### src/rtl/seq_det_param_if.sv
// Bus bundle for the programmable serial pattern detector: stream, config
// and counter controls in, match pulse and status out.
interface seq_det_param_if #(
  parameter int MAX_LEN = 8,
  parameter int LEN_W   = 4,
  parameter int CNT_W   = 8
);
  logic               data_in;
  logic               data_valid;
  logic               cfg_load;
  logic [MAX_LEN-1:0] pattern;
  logic [LEN_W-1:0]   pat_len;
  logic               overlap_en;
  logic               cnt_clr;
  logic               detected;
  logic [CNT_W-1:0]   match_count;
  logic               cnt_sat;
  logic               cfg_err;

  modport master (
    output data_in, data_valid, cfg_load, pattern, pat_len, overlap_en, cnt_clr,
    input  detected, match_count, cnt_sat, cfg_err
  );

  modport slave (
    input  data_in, data_valid, cfg_load, pattern, pat_len, overlap_en, cnt_clr,
    output detected, match_count, cnt_sat, cfg_err
  );
endinterface

### src/rtl/seq_det_param.sv
// Run-time programmable serial pattern detector with overlap control,
// data-valid qualifier and a saturating match counter.
module seq_det_param #(
  parameter int                 MAX_LEN     = 8,
  parameter int                 LEN_W       = 4,
  parameter int                 CNT_W       = 8,
  parameter logic [MAX_LEN-1:0] PAT_DEFAULT = 8'b0000_1101,
  parameter int                 LEN_DEFAULT = 4,
  parameter bit                 OVL_DEFAULT = 1'b1
) (
  input  logic           clk,
  input  logic           reset,
  seq_det_param_if.slave bus
);

  typedef enum logic [1:0] {DISABLED, FILLING, ARMED} state_t;

  localparam logic [LEN_W-1:0] LEN_MAX = LEN_W'(MAX_LEN);

  state_t             state, state_nxt;
  logic [MAX_LEN-1:0] hist, hist_nxt, pat_r, pat_nxt;
  logic [LEN_W-1:0]   fill, fill_nxt, len_r, len_nxt;
  logic               ovl_r, ovl_nxt;
  logic [MAX_LEN-1:0] hist_p0;
  logic [LEN_W-1:0]   fill_p0;
  logic               match_p0;
  logic               det_p1, det_nxt;
  logic               err_p1, err_nxt;
  logic [CNT_W-1:0]   cnt_p1, cnt_nxt, cnt_inc;
  logic               sat_p1, sat_nxt;

  function automatic logic len_ok(input logic [LEN_W-1:0] l);
    return (l != '0) && (int'(l) <= MAX_LEN);
  endfunction

  function automatic logic [MAX_LEN-1:0] len_mask(input logic [LEN_W-1:0] l);
    logic [MAX_LEN-1:0] m;
    for (int i = 0; i < MAX_LEN; i++) m[i] = (i < int'(l));
    return m;
  endfunction

  always_comb begin
    // Stage p0: candidate history/fill after the current bit, match on that view
    hist_p0  = {hist[MAX_LEN-2:0], bus.data_in};
    fill_p0  = (fill == LEN_MAX) ? fill : fill + LEN_W'(1);
    match_p0 = (state != DISABLED) && bus.data_valid && !bus.cfg_load &&
               (fill_p0 >= len_r) &&
               (((hist_p0 ^ pat_r) & len_mask(len_r)) == '0);

    state_nxt = state;
    hist_nxt  = hist;
    fill_nxt  = fill;
    pat_nxt   = pat_r;
    len_nxt   = len_r;
    ovl_nxt   = ovl_r;
    err_nxt   = err_p1;
    det_nxt   = 1'b0;

    if (bus.cfg_load) begin
      pat_nxt   = bus.pattern;
      len_nxt   = bus.pat_len;
      ovl_nxt   = bus.overlap_en;
      hist_nxt  = '0;
      fill_nxt  = '0;
      err_nxt   = !len_ok(bus.pat_len);
      state_nxt = len_ok(bus.pat_len) ? FILLING : DISABLED;
    end else if (state != DISABLED && bus.data_valid) begin
      det_nxt = match_p0;
      if (match_p0 && !ovl_r) begin
        hist_nxt  = '0;
        fill_nxt  = '0;
        state_nxt = FILLING;
      end else begin
        hist_nxt  = hist_p0;
        fill_nxt  = fill_p0;
        state_nxt = (fill_p0 >= len_r) ? ARMED : FILLING;
      end
    end

    cnt_inc = cnt_p1 + CNT_W'(1);
    cnt_nxt = cnt_p1;
    sat_nxt = sat_p1;
    if (bus.cnt_clr) begin
      cnt_nxt = '0;
      sat_nxt = 1'b0;
    end else if (match_p0 && !(&cnt_p1)) begin
      cnt_nxt = cnt_inc;
      sat_nxt = sat_p1 | (&cnt_inc);
    end
  end

  // Stage p1: registered state and outputs
  always_ff @(posedge clk or negedge reset) begin
    if (!reset) begin
      state  <= FILLING;
      hist   <= '0;
      fill   <= '0;
      pat_r  <= PAT_DEFAULT;
      len_r  <= LEN_W'(LEN_DEFAULT);
      ovl_r  <= OVL_DEFAULT;
      det_p1 <= 1'b0;
      err_p1 <= 1'b0;
      cnt_p1 <= '0;
      sat_p1 <= 1'b0;
    end else begin
      state  <= state_nxt;
      hist   <= hist_nxt;
      fill   <= fill_nxt;
      pat_r  <= pat_nxt;
      len_r  <= len_nxt;
      ovl_r  <= ovl_nxt;
      det_p1 <= det_nxt;
      err_p1 <= err_nxt;
      cnt_p1 <= cnt_nxt;
      sat_p1 <= sat_nxt;
    end
  end

  assign bus.detected    = det_p1;
  assign bus.match_count = cnt_p1;
  assign bus.cnt_sat     = sat_p1;
  assign bus.cfg_err     = err_p1;

endmodule

### src/flat_wrapper.sv
// flat-port wrapper written by rule: the top's interface ports become plain ports
module seq_det_param_flat 
#(
  parameter int                 MAX_LEN     = 8,
  parameter int                 LEN_W       = 4,
  parameter int                 CNT_W       = 8,
  parameter logic [MAX_LEN-1:0] PAT_DEFAULT = 8'b0000_1101,
  parameter int                 LEN_DEFAULT = 4,
  parameter bit                 OVL_DEFAULT = 1'b1
)
  (clk, reset, bus_data_in, bus_data_valid, bus_cfg_load, bus_pattern, bus_pat_len, bus_overlap_en, bus_cnt_clr, bus_detected, bus_match_count, bus_cnt_sat, bus_cfg_err);
  seq_det_param_if #(.MAX_LEN(MAX_LEN), .LEN_W(LEN_W), .CNT_W(CNT_W)) bus_i ();
  input  logic clk;
  input  logic reset;
  input wire logic [$bits(bus_i.data_in)-1:0] bus_data_in;
  input wire logic [$bits(bus_i.data_valid)-1:0] bus_data_valid;
  input wire logic [$bits(bus_i.cfg_load)-1:0] bus_cfg_load;
  input wire logic [$bits(bus_i.pattern)-1:0] bus_pattern;
  input wire logic [$bits(bus_i.pat_len)-1:0] bus_pat_len;
  input wire logic [$bits(bus_i.overlap_en)-1:0] bus_overlap_en;
  input wire logic [$bits(bus_i.cnt_clr)-1:0] bus_cnt_clr;
  output wire logic [$bits(bus_i.detected)-1:0] bus_detected;
  output wire logic [$bits(bus_i.match_count)-1:0] bus_match_count;
  output wire logic [$bits(bus_i.cnt_sat)-1:0] bus_cnt_sat;
  output wire logic [$bits(bus_i.cfg_err)-1:0] bus_cfg_err;
  assign bus_i.data_in = bus_data_in;
  assign bus_i.data_valid = bus_data_valid;
  assign bus_i.cfg_load = bus_cfg_load;
  assign bus_i.pattern = bus_pattern;
  assign bus_i.pat_len = bus_pat_len;
  assign bus_i.overlap_en = bus_overlap_en;
  assign bus_i.cnt_clr = bus_cnt_clr;
  assign bus_detected = bus_i.detected;
  assign bus_match_count = bus_i.match_count;
  assign bus_cnt_sat = bus_i.cnt_sat;
  assign bus_cfg_err = bus_i.cfg_err;
  seq_det_param #(.MAX_LEN(MAX_LEN), .LEN_W(LEN_W), .CNT_W(CNT_W), .PAT_DEFAULT(PAT_DEFAULT), .LEN_DEFAULT(LEN_DEFAULT), .OVL_DEFAULT(OVL_DEFAULT)) u_core (.clk(clk), .reset(reset), .bus(bus_i));
endmodule
### config.mk
export PLATFORM = sky130hd
export DESIGN_NAME = seq_det_param_flat
export DESIGN_NICKNAME = d
export VERILOG_FILES = /design/src/rtl/seq_det_param_if.sv /design/src/rtl/seq_det_param.sv /design/src/flat_wrapper.sv
export SDC_FILE = /design/constraint.sdc
export NUM_CORES = 1
export LEC_CHECK = 0
export ABC_AREA = 1
export CORE_MARGIN = 3
export CORE_UTILIZATION = 40
export CTS_CLUSTER_SIZE = 12
export DETAILED_ROUTE_END_ITERATION = 16
export GPL_ROUTABILITY_DRIVEN = 0
export REMOVE_ABC_BUFFERS = 1
export SLEW_MARGIN = 20
export SYNTH_ARGS = -nofsm -noshare
export SYNTH_HDL_FRONTEND = slang
export SYNTH_SLANG_ARGS = --single-unit
### constraint.sdc
create_clock -name clk -period 2.6 [get_ports clk]
set_input_delay 0.39 -clock clk [delete_from_list [all_inputs] [get_ports clk]]
set_output_delay 0.39 -clock clk [all_outputs]
set_load 0.01 [all_outputs]
==> results.py <==
metrics = {
    "routing": {
        "vias_per_cell": 4.61,
        "wl_mm": 4.48,
        "ant_nets": 0,
        "drc_errors": 0,
        "drt_iter0_drc": 73,
        "wl_per_cell_um": 11.4,
        "dr_total_vias": 1808,
        "dr.pass1.iters": 4,
    },
    "clock_network": {
        "numCtsBuffers": 5,
        "clk_pin_slew_worst_paths_ns": 0.08,
        "clockBufferDepth": 2,
        "cts.sinks": 37,
        "cts_tree": "yes",
        "insertion_delay_ns": 0.29,
        "root_buffer": "clkbuf_8",
        "htree_levels": 2,
    },
    "timing": {
        "period_needed_ns": 2.43,
        "period_share": 0.933,
        "hold_viol_final": 0,
        "slew_violations": 0,
        "skew_ns": 0.00837,
        "setup_viol": 0,
        "fin_tns_setup_ns": 0,
        "fin_hold_ws_ns": 0.219,
        "fmaxAchievable_ghz": 0.412,
        "slew_headroom": 0.427,
        "tightest_slew_ns": 0.860,
    },
    "synthesis": {
        "yosys.area.top_type_share": 0.356,
        "syn_inst": 286,
        "syn-cell-area_mm2": 0.00218,
        "ys_seq_area_frac": 0.428,
        "yosysWarnings": 0,
        "synth_area_per_cell_um2": 7.62,
        "yosys.area.top_type": "dfrtp_1",
        "synth_cell_types": 30,
        "synthTopCellsByArea": "dfrtp_1 36%, nand2_1 18%, dfstp_2 7.2%",
        "synth-seq-cells": 37,
    },
    "final_layout": {
        "regArea_um2": 933,
        "nets": 348,
        "final_common_cell": "nand2_1",
        "final_util": 0.520,
        "antenna_cells": 0,
        "multi_input_area_mm2": 0.00110,
        "drive_above_1_share": 0.140,
        "finalNonFillerCells": 392,
        "final_cell_mix": "103 x nand2_1, 39 x inv_1, 31 x dfrtp_1",
        "syn2layout_area_growth_pct": 23.5,
        "nFillCells": 508,
    },
    "global_route": {
        "antenna_found_initial": 0,
        "grt_max_degree": 38,
        "grt_pass1_vias": 1680,
        "grt_pass1_wl_mm": 7.62,
        "grtUsageTotal": 0.153,
        "grt_overflow_total": 0,
    },
    "die": {
        "io_pins": 30,
        "num_rows": 26,
        "die_y_um": 79.8,
        "fp.dieW_um": 79.8,
        "coreArea_mm2": 0.00517,
        "initial_core_util": 0.421,
        "dieArea_mm2": 0.00637,
    },
    "critical_path": {
        "required_ns": 2.77,
        "arrival_ns": 2.60,
        "r2r.worst_path.cells": 18,
        "critPathSlowestCell": "dfrtp_1",
        "crit_type": "reg -> reg",
        "crit_start": "u_core.fill[0]",
        "cpMostUsedCell": "nand2_1",
        "critPathBufInv": 3,
        "max_stage_delay_ns": 0.42,
        "cpLargestDelayFamily": "simple AND/OR/NAND/NOR gates",
        "worstReg2RegEnd": "u_core.hist[2]",
        "startpoint_type": "flip-flop",
        "cp-end-kind": "flip-flop",
        "timing.rr.start": "u_core.fill[0]",
        "cp_cell_sequence": "inv_2, ha_1, nand2_1, nor2_4, xor2_2, inv_1, ha_1, inv_1, nand2_1, nand2_1, nand2_1, nand2_1, nand2_1, nand3_1, nor2_4, nand2_8, nand3_1, nand2_1",
        "path_max_fanout": 13,
        "rrSetupSlack_ns": 0.17,
    },
    "pwr": {
        "leakage_nw": 1.39,
        "ir_worst_vdd_v": 0.000300,
        "p_sw_uw": 349,
        "p_clk_frac": 0.325,
        "power.density_mw_per_mm2": 472,
        "intPower_uw": 920,
        "p_total_mw": 1.27,
        "power_frac_comb": 0.171,
        "netSwitchingFraction": 0.275,
        "seqPwrFrac": 0.504,
    },
    "worst_hold_path": {
        "hold_class": "in -> async",
    },
    "placement": {
        "io_buffers": 29,
        "dp_hpwl_mm": 3.18,
        "dpl.cell_count": 381,
    },
    "outcome": {
        "outcome": "finished clean",
    },
    "job": {
        "cap_violations": 0,
    },
}
synthesized netlist by cell type, drive strengths merged:
master / n
xnor2: 3
nand2: 105
nor3: 1
nand3: 38
mux2i: 1
a21oi: 4
mux2: 3
clkbuf: 3
inv: 41
buf: 4
dfrtp: 31
nand3b: 1
ha: 8
clkinv: 1
or2: 2
xor2: 4
dfstp: 6
nand4: 4
nor2: 14
o21ai: 12
layer usage:
metal | wire (um) | part of all wire | GRT usage
met4 | 52 | 0.012 | 0.0473
met2 | 2040 | 0.45 | 0.245
met1 | 2230 | 0.50 | 0.206
met3 | 166 | 0.037 | 0.0316
met5 | 0 | 0 | 0
state kept, by name, summed over array words and instances, names as in the netlist, 2 cells and up:
register	flops
u_core.fill	4
u_core.pat_r	8
u_core.hist	7
u_core.state	2
u_core.bus.match_count	8
u_core.len_r	4
metrics by stage:
step	setup WS (ns)	instance area, um2
floorplan	0.321	2140
global placement	0.0702	2540
detailed placement	-0.000810	2540
CTS	0.0143	2630
global route	-0.0227	2690
finish	0.174	2690
power groups by stage:
stage	logic [mW]	registers, mW	clock network [mW]
final	0.217	0.639	0.413
after global routing	0.249	0.643	0.458
after CTS	0.214	0.639	0.426
after detailed placement	0.211	0.650	0
after global placement	0.209	0.648	0
after floorplan	0.128	0.644	0
layout make-up:
| cell class | count | share of cell area |
|---|---|---|
| clock buffer | 8 | 0.0335 |
| timing repair buffer | 34 | 0.120 |
| multi-input combinational | 201 | 0.409 |
| inverter | 42 | 0.0586 |
| tap | 70 | 0.0325 |
| sequential | 37 | 0.347 |
repair_timing:
item,4_1_cts,5_1_grt
setup endpoints to repair,12,22
buffers inserted,0,2
endpoints found under the hold margin,0,0
hold buffers,0,0
resized for setup,1,8
pin swaps,0,4
cloned,0,1
worst reg2reg max path, delay by kind of cell, from the launching register on:
family	cells	cell delay (ns)
buffers and inverters	3	0.21
XOR/XNOR	1	0.19
AND/OR/NAND/NOR	12	1.12
flip-flops	1	0.42
adder cells (fa/ha/maj)	2	0.41
how the worst max path moves through the flow:
stage                                 to  slack, ns  depth (start not counted)
2_1_floorplan             u_core.hist[2]       0.32                         18
3_3_place_gp              u_core.hist[2]       0.07                         18
3_5_place_dp              u_core.hist[4]    -0.0008                         18
4_1_cts        u_core.bus.match_count[0]       0.01                         16
5_1_grt                   u_core.hist[4]      -0.02                         18
6_report                  u_core.hist[2]       0.17                         18
logic make-up (layout without fill, tap and decap cells):
| group | count (synthesis) | count (layout) | synth area share |
|---|---|---|---|
| AND/OR/NAND/NOR | 165 | 166 | 0.346 |
| buffers and inverters | 49 | 84 | 0.0890 |
| flip-flops | 37 | 37 | 0.428 |
| AO/OA/AOI/OAI | 16 | 16 | 0.0419 |
| adder cells (fa/ha/maj) | 8 | 8 | 0.0460 |
| XOR/XNOR | 7 | 7 | 0.0281 |
| multiplexers | 4 | 4 | 0.0201 |
Power figures use the tool's default switching activity.
